==> config.mk <==
export PLATFORM = sky130hd
export DESIGN_NAME = sh7034_wdt
export DESIGN_NICKNAME = d
export VERILOG_FILES = /design/src/rtl/sh7034_wdt_pkg.sv /design/src/rtl/sh7034_wdt_prescaler.sv /design/src/rtl/sh7034_wdt.sv
export SDC_FILE = /design/constraint.sdc
export NUM_CORES = 1
export LEC_CHECK = 0
export CELL_PAD_IN_SITES_DETAIL_PLACEMENT = 1
export CELL_PAD_IN_SITES_GLOBAL_PLACEMENT = 1
export CORE_MARGIN = 5
export CORE_UTILIZATION = 37
export CTS_CLUSTER_SIZE = 12
export DETAILED_ROUTE_END_ITERATION = 8
export PLACE_DENSITY_LB_ADDON = 0.3
export SETUP_SLACK_MARGIN = 0.5
export SLEW_MARGIN = 20
export SYNTH_ARGS = -nofsm -noshare
export SYNTH_HDL_FRONTEND = slang
export SYNTH_SLANG_ARGS = --single-unit
==> constraint.sdc <==
create_clock -name CLK -period 4.85 [get_ports CLK]
set_input_delay 0.7275 -clock CLK [delete_from_list [all_inputs] [get_ports CLK]]
set_output_delay 0.7275 -clock CLK [all_outputs]
set_load 0.005 [all_outputs]
==> src/rtl/sh7034_wdt_pkg.sv <==
// Shared types and constants for the SH7034 watchdog timer: register layouts,
// init values, write passwords, bus addresses and the CKS prescaler tap table.
package sh7034_wdt_pkg;

  typedef struct packed {
    logic       ovf;
    logic       wt_it;
    logic       tme;
    logic [1:0] rsv;
    logic [2:0] cks;
  } wtcsr_t;

  typedef struct packed {
    logic       wovf;
    logic       rste;
    logic       rsts;
    logic [4:0] rsv;
  } rstcsr_t;

  localparam wtcsr_t  WTCSR_INIT  = 8'h18;
  localparam rstcsr_t RSTCSR_INIT = 8'h1F;

  localparam logic [7:0] PW_5A = 8'h5A;
  localparam logic [7:0] PW_A5 = 8'hA5;

  localparam logic [27:0] ADDR_B8 = 28'h5FF_FFB8;

  typedef enum logic {
    ST_IDLE,
    ST_PULSE
  } pulse_state_t;

  // Number of low prescaler bits that must all be ones for a tick.
  function automatic logic [3:0] cks_tap(input logic [2:0] cks);
    logic [3:0] k;
    case (cks)
      3'd0:    k = 4'd1;
      3'd1:    k = 4'd6;
      3'd2:    k = 4'd7;
      3'd3:    k = 4'd8;
      3'd4:    k = 4'd9;
      3'd5:    k = 4'd10;
      3'd6:    k = 4'd12;
      default: k = 4'd13;
    endcase
    return k;
  endfunction

endpackage

==> src/rtl/sh7034_wdt_prescaler.sv <==
// 13-bit free-running prescaler for the WDT; emits a one-CE_R tick whenever
// the low k bits selected by CKS are all ones.
module sh7034_wdt_prescaler
  import sh7034_wdt_pkg::*;
(
  input  logic       clk,
  input  logic       rst_n,
  input  logic       ce_r,
  input  logic       res_n,
  input  logic       tme,
  input  logic [2:0] cks,
  output logic       tick
);

  logic [12:0] cnt;
  logic [12:0] mask;

  always_ff @(posedge clk or negedge rst_n) begin
    // NOTE: sequential state uses non-blocking assignment so every flop samples pre-edge values.
    if (!rst_n) begin
      cnt <= '0;
    end else if (ce_r) begin
      if (!res_n || !tme) cnt <= '0;
      else                cnt <= cnt + 13'd1;
    end
  end

  assign mask = 13'((14'd1 << cks_tap(cks)) - 14'd1);
  assign tick = ce_r && res_n && tme && ((cnt & mask) == mask);

endmodule

==> src/rtl/sh7034_wdt.sv <==
// SH7034 watchdog timer: bus decode, WTCSR/WTCNT/RSTCSR with password writes,
// interval interrupt and the watchdog overflow / reset-request pulse FSM.
module sh7034_wdt
  import sh7034_wdt_pkg::*;
#(
  parameter int OVF_PULSE = 128,
  parameter int RST_PULSE = 512
) (
  input  logic        CLK,
  input  logic        RST_N,
  input  logic        CE_R,
  input  logic        CE_F,
  input  logic        RES_N,
  input  logic [27:0] IBUS_A,
  input  logic [31:0] IBUS_DI,
  output logic [31:0] IBUS_DO,
  input  logic [3:0]  IBUS_BA,
  input  logic        IBUS_WE,
  input  logic        IBUS_REQ,
  output logic        IBUS_BUSY,
  output logic        IBUS_ACT,
  output logic        WDT_IRQ,
  output logic        WDTOVF_N,
  output logic        WDT_PRES_N,
  output logic        WDT_MRES_N
);

  localparam logic [9:0] OVF_LEN = 10'(OVF_PULSE);
  localparam logic [9:0] RST_LEN = 10'(RST_PULSE);
  localparam logic [9:0] OVF_END = 10'(OVF_PULSE - 1);
  localparam logic [9:0] RST_END = 10'(RST_PULSE - 1);

  wtcsr_t       wtcsr;
  rstcsr_t      rstcsr;
  logic [7:0]   wtcnt;
  logic         ovf_rd;
  pulse_state_t state, state_nx;
  logic [9:0]   pcnt;
  logic [9:0]   pulse_end;
  logic         rst_lat, rsts_lat;
  logic         tick;

  logic wr, wr_b8, wr_ba, rd, rd_csr;
  logic cnt_wr, csr_wr, wovf_clr, rst_wr;
  logic ovf_evt, int_ovf, wdt_ovf, enter, rst_active, force_init;

  sh7034_wdt_prescaler u_prescaler (
    .clk   (CLK),
    .rst_n (RST_N),
    .ce_r  (CE_R),
    .res_n (RES_N),
    .tme   (wtcsr.tme),
    .cks   (wtcsr.cks),
    .tick  (tick)
  );

  assign IBUS_BUSY = 1'b0;
  assign IBUS_ACT  = (IBUS_A[27:2] == ADDR_B8[27:2]);

  // Only exact 16-bit accesses with the right password reach a register.
  assign wr       = CE_R && IBUS_ACT && IBUS_WE && IBUS_REQ;
  assign wr_b8    = wr && (IBUS_A[1:0] == 2'b00) && (IBUS_BA == 4'b1100);
  assign wr_ba    = wr && (IBUS_A[1:0] == 2'b10) && (IBUS_BA == 4'b0011);
  assign cnt_wr   = wr_b8 && (IBUS_DI[31:24] == PW_5A);
  assign csr_wr   = wr_b8 && (IBUS_DI[31:24] == PW_A5);
  assign wovf_clr = wr_ba && (IBUS_DI[15:0] == {PW_A5, 8'h00});
  assign rst_wr   = wr_ba && (IBUS_DI[15:8] == PW_5A);
  assign rd       = CE_F && IBUS_ACT && !IBUS_WE && IBUS_REQ;
  assign rd_csr   = rd && (IBUS_A[1:0] == 2'b00);

  assign ovf_evt    = tick && (wtcnt == 8'hFF) && !cnt_wr;
  assign int_ovf    = ovf_evt && !wtcsr.wt_it;
  assign wdt_ovf    = ovf_evt && wtcsr.wt_it;
  assign enter      = wdt_ovf && (state == ST_IDLE);
  assign rst_active = (state == ST_PULSE) && rst_lat && (pcnt < RST_LEN);
  assign force_init = rst_active || (enter && rstcsr.rste);
  assign pulse_end  = rst_lat ? RST_END : OVF_END;

  always_ff @(posedge CLK or negedge RST_N) begin
    if (!RST_N) begin
      wtcsr  <= WTCSR_INIT;
      wtcnt  <= 8'h00;
      ovf_rd <= 1'b0;
    end else if (CE_R && (!RES_N || force_init)) begin
      wtcsr  <= WTCSR_INIT;
      wtcnt  <= 8'h00;
      ovf_rd <= 1'b0;
    end else begin
      if (cnt_wr)    wtcnt <= IBUS_DI[23:16];
      else if (tick) wtcnt <= wtcnt + 8'd1;
      if (csr_wr) begin
        wtcsr.wt_it <= IBUS_DI[22];
        wtcsr.tme   <= IBUS_DI[21];
        wtcsr.cks   <= IBUS_DI[18:16];
      end
      // OVF can only be cleared by software that has seen it set.
      if (int_ovf)                              wtcsr.ovf <= 1'b1;
      else if (csr_wr && !IBUS_DI[23] && ovf_rd) wtcsr.ovf <= 1'b0;
      if (csr_wr)                    ovf_rd <= 1'b0;
      else if (rd_csr && wtcsr.ovf)  ovf_rd <= 1'b1;
    end
  end

  always_ff @(posedge CLK or negedge RST_N) begin
    if (!RST_N) begin
      rstcsr <= RSTCSR_INIT;
    end else if (CE_R) begin
      if (!RES_N) begin
        rstcsr <= RSTCSR_INIT;
      end else begin
        if (wdt_ovf)       rstcsr.wovf <= 1'b1;
        else if (wovf_clr) rstcsr.wovf <= 1'b0;
        if (rst_wr) begin
          rstcsr.rste <= IBUS_DI[6];
          rstcsr.rsts <= IBUS_DI[5];
        end
      end
    end
  end

  always_ff @(posedge CLK or negedge RST_N) begin
    if (!RST_N)              IBUS_DO <= '0;
    else if (CE_R && !RES_N) IBUS_DO <= '0;
    else if (rd)             IBUS_DO <= {8'(wtcsr | 8'h18), wtcnt, 8'hFF, 8'(rstcsr | 8'h1F)};
  end

  always_ff @(posedge CLK or negedge RST_N) begin
    if (!RST_N)     state <= ST_IDLE;
    else if (CE_R)  state <= state_nx;
  end

  always_comb begin
    // NOTE: default first so every path assigns state_nx and no latch is inferred.
    state_nx = state;
    if (!RES_N) begin
      state_nx = ST_IDLE;
    end else begin
      case (state)
        ST_IDLE:  if (wdt_ovf) state_nx = ST_PULSE;
        ST_PULSE: if (pcnt == pulse_end) state_nx = ST_IDLE;
        default:  state_nx = ST_IDLE;
      endcase
    end
  end

  // RSTE/RSTS are sampled every idle cycle, so the entry cycle captures them.
  always_ff @(posedge CLK or negedge RST_N) begin
    if (!RST_N) begin
      pcnt     <= '0;
      rst_lat  <= 1'b0;
      rsts_lat <= 1'b0;
    end else if (CE_R) begin
      if (!RES_N || state == ST_IDLE) begin
        pcnt     <= '0;
        rst_lat  <= RES_N && rstcsr.rste;
        rsts_lat <= rstcsr.rsts;
      end else begin
        pcnt <= pcnt + 10'd1;
      end
    end
  end

  always_comb begin
    WDTOVF_N   = !((state == ST_PULSE) && (pcnt < OVF_LEN));
    WDT_PRES_N = !(rst_active && !rsts_lat);
    WDT_MRES_N = !(rst_active && rsts_lat);
    WDT_IRQ    = wtcsr.ovf && !wtcsr.wt_it;
  end

endmodule
==> results_dict.tcl <==
set metrics [dict create \
    die_h_um 108 \
    fin_skew_ns 0.0115 \
    post-route-worst-setup-slack_ns 1.33 \
    ys_seq_area_share_pct 43.8 \
    finalSetupViolations 0 \
    synth.most_common_cell "nand2_1" \
    io_buffers 107 \
    top_layer_used "met4" \
    h-tree-depth 3 \
    dpl.hpwl_um 8320 \
    cts.sinks 62 \
    cp_cell_sequence "clkdlybuf4s50_1 > nand3_1 > nor2_1 > o221ai_2 > or4_1 > or4b_4 > a21oi_2" \
    route.detailed.drc 0 \
    fin_crit_sh_pct 72.5 \
    synth_area_leader_cell "dfrtp_1" \
    post_synth_num_cell_types 50 \
    cp-start-kind "input port" \
    crit_type "input port to flop" \
    synthFlopType "dfrtp_1" \
    hp-class "flop to flop" \
    first_pass_iters 4 \
    wl_met1_um 4560 \
    wl_um 10800 \
    num_vias 3395 \
    grt_max_degree 63 \
    cts_setup_buffers 0 \
    grt_usage_pct 18.9 \
    die-area_mm2 0.0116 \
    initial_core_util_pct 38.2 \
    drv_slew 0 \
    wire_per_inst_um 17.3 \
    synthTopCellsByArea "dfrtp_1 (44%), nand2_1 (7.6%), a21oi_1 (3.7%)" \
    slew_headroom_pct 43.1 \
    crit_required_ns 5.11 \
    grt_pass1_vias 3648 \
    finalHoldViolCount 0 \
    layout-drive-gt1-share_pct 5.65 \
    yosysWarnings 0 \
    crit_path_max_fanout 16 \
    synthesis.area_mm2 0.00354 \
    synthCells 401 \
    ys_async_sr_fraction_pct 100 \
    max_cap_viol_count 0 \
    synth_nets 476 \
    cellLeakagePower_nw 1.88 \
    slowest_stage "or4_1" \
    cts_root_buf "clkbuf_8" \
    grt_pass1_wl_um 17900 \
    slowest_delay_ns 0.69 \
    outcome "completed" \
    holdBufCountCts 0 \
    filler_cell_count 1101 \
    insertion_delay_ns 0.34 \
    fp.dieW_um 108 \
    tritoncts "built" \
    nNetsFinal 566 \
    cp.arrival_ns 3.78 \
    rsz0062_at_grt "false" \
    critPathCaptureType "flop" \
    syn2layout_area_growth_pct 35.0 \
    fmax_mhz 284 \
    num_rows 35 \
    vdd_ir_drop_max_v 0.000104 \
    antenna_found_initial 0 \
    synth-seq-cells 62 \
    num_antenna_cells 0 \
    route.met3.wl_um 702 \
    synth_common_cells "nand2_1 (72), dfrtp_1 (62), a21oi_1 (26), nor2_1 (26), o21ai_0 (24)" \
    gp_congestion 0.830 \
    ioPinCount 109 \
    avgViaCountPerCell 5.43 \
    wl_met2_um 5390 \
    drt_iter0_drc 116 \
    synth_edf_count 0 \
    power_density_mw_per_mm2 212 \
    ctsResizeCount 0 \
    clock_path_buffers 2 \
    core_mm2 0.00928 \
    clk_pin_slew_ns 0.07 \
    final-seq-area_mm2 0.00155 \
    synth_top_area_share_pct 43.8 \
    preCtsSetupSlack_ns 0.970 \
    multi_input_area_mm2 0.00177 \
    fin_crit_ns 3.52 \
    postRouteAntennaNets 0 \
    cts_buffers 9 \
    synth.avg_cell_area_um2 8.83 \
    grt-ovfl-total 0 \
    worstMarginPinSlew_ns 0.848 \
    fin_tns_setup_ns 0 \
]
-- cells by family after synthesis --
family,after synthesis,synth area share [%]
adder cells (fa/ha/maj),4,1.41
multiplexers,11,3.14
flip-flops,62,43.8
AO/OA/AOI/OAI,84,14.7
other,2,0.212
AND/OR/NAND/NOR,181,26.9
XOR/XNOR,15,3.71
buffers and inverters,42,6.18
-- placed cells by master (no fill, tap or decap), drive strengths merged, types with 11 or more instances in the layout --
master         count
nand4             14
o21ai             28
nand2             73
nor2              26
dfrtp             62
inv               11
a21oi             27
clkdlybuf4s50    106
-- flip-flops by register name (all words and copies together), names as in the netlist --
signal / cells
IBUS_DO: 18
ovf_rd: 1
pcnt: 10
rst_lat: 1
rstcsr: 3
rsts_lat: 1
state: 1
u_prescaler.cnt: 13
wtcnt: 8
wtcsr: 6
-- critical path: cells and delay by family --
kind                   cells  cell delay (ns)
and+or+nand+nor            4             2.05
buffers and inverters      1             0.66
AOI/OAI and AO/OA          2             0.34
-- power breakdown --
part,internal [mW],switching (mW)
clock,0.184,0.215
combinational,0.0584,0.0388
sequential,0.517,0.0000000417
-- routing by layer --
metal	track usage [%]	vias up
li1	-	1606
met1	23.2	1667
met2	32.8	108
met3	5.10	14
met4	4.87	0
met5	0	-
-- final cells by class --
cell class	instances	area share [%]
repair buffers	110	22.8
flip-flops and latches	62	32.5
multi-input cells	297	37.1
well taps	129	3.38
clock inverters	6	0.811
clock buffers	10	2.67
inverters	11	0.864
-- metrics by stage --
stage          util [%]  power, mW  area, um2  hold slack, ns  instances
2_1_floorplan         -      0.547       3540           0.432        401
5_1_grt            51.5       1.06       4780           0.557        625
4_1_cts            51.5       1.03       4780           0.522        625
6_report           51.5       1.01       4780           0.518        625
3_3_place_gp       49.7      0.623       4610           0.507        609
3_5_place_dp       49.7      0.625       4610           0.513        609
-- path summary, 6_finish.rpt --
path,from,endpoint,slack (ns),cells after the start
worst max register to register,wtcsr[2]$_DFFE_PN0P_,wtcsr[7]$_DFFE_PN0P_,1.68,8
worst min-delay path,IBUS_DO[26]$_DFFE_PN0P_,IBUS_DO[26]$_DFFE_PN0P_,0.52,2
min in group asynchronous,RST_N,u_prescaler.cnt[9]$_DFFE_PN0P_,0.55,2
worst max-delay path,RES_N,wtcsr[7]$_DFFE_PN0P_,1.33,7
max in group asynchronous,RST_N,wtcnt[7]$_DFFE_PN0P_,3.75,2
worst min register to register,IBUS_DO[26]$_DFFE_PN0P_,IBUS_DO[26]$_DFFE_PN0P_,0.52,2
(Power assumes the default switching activity.)
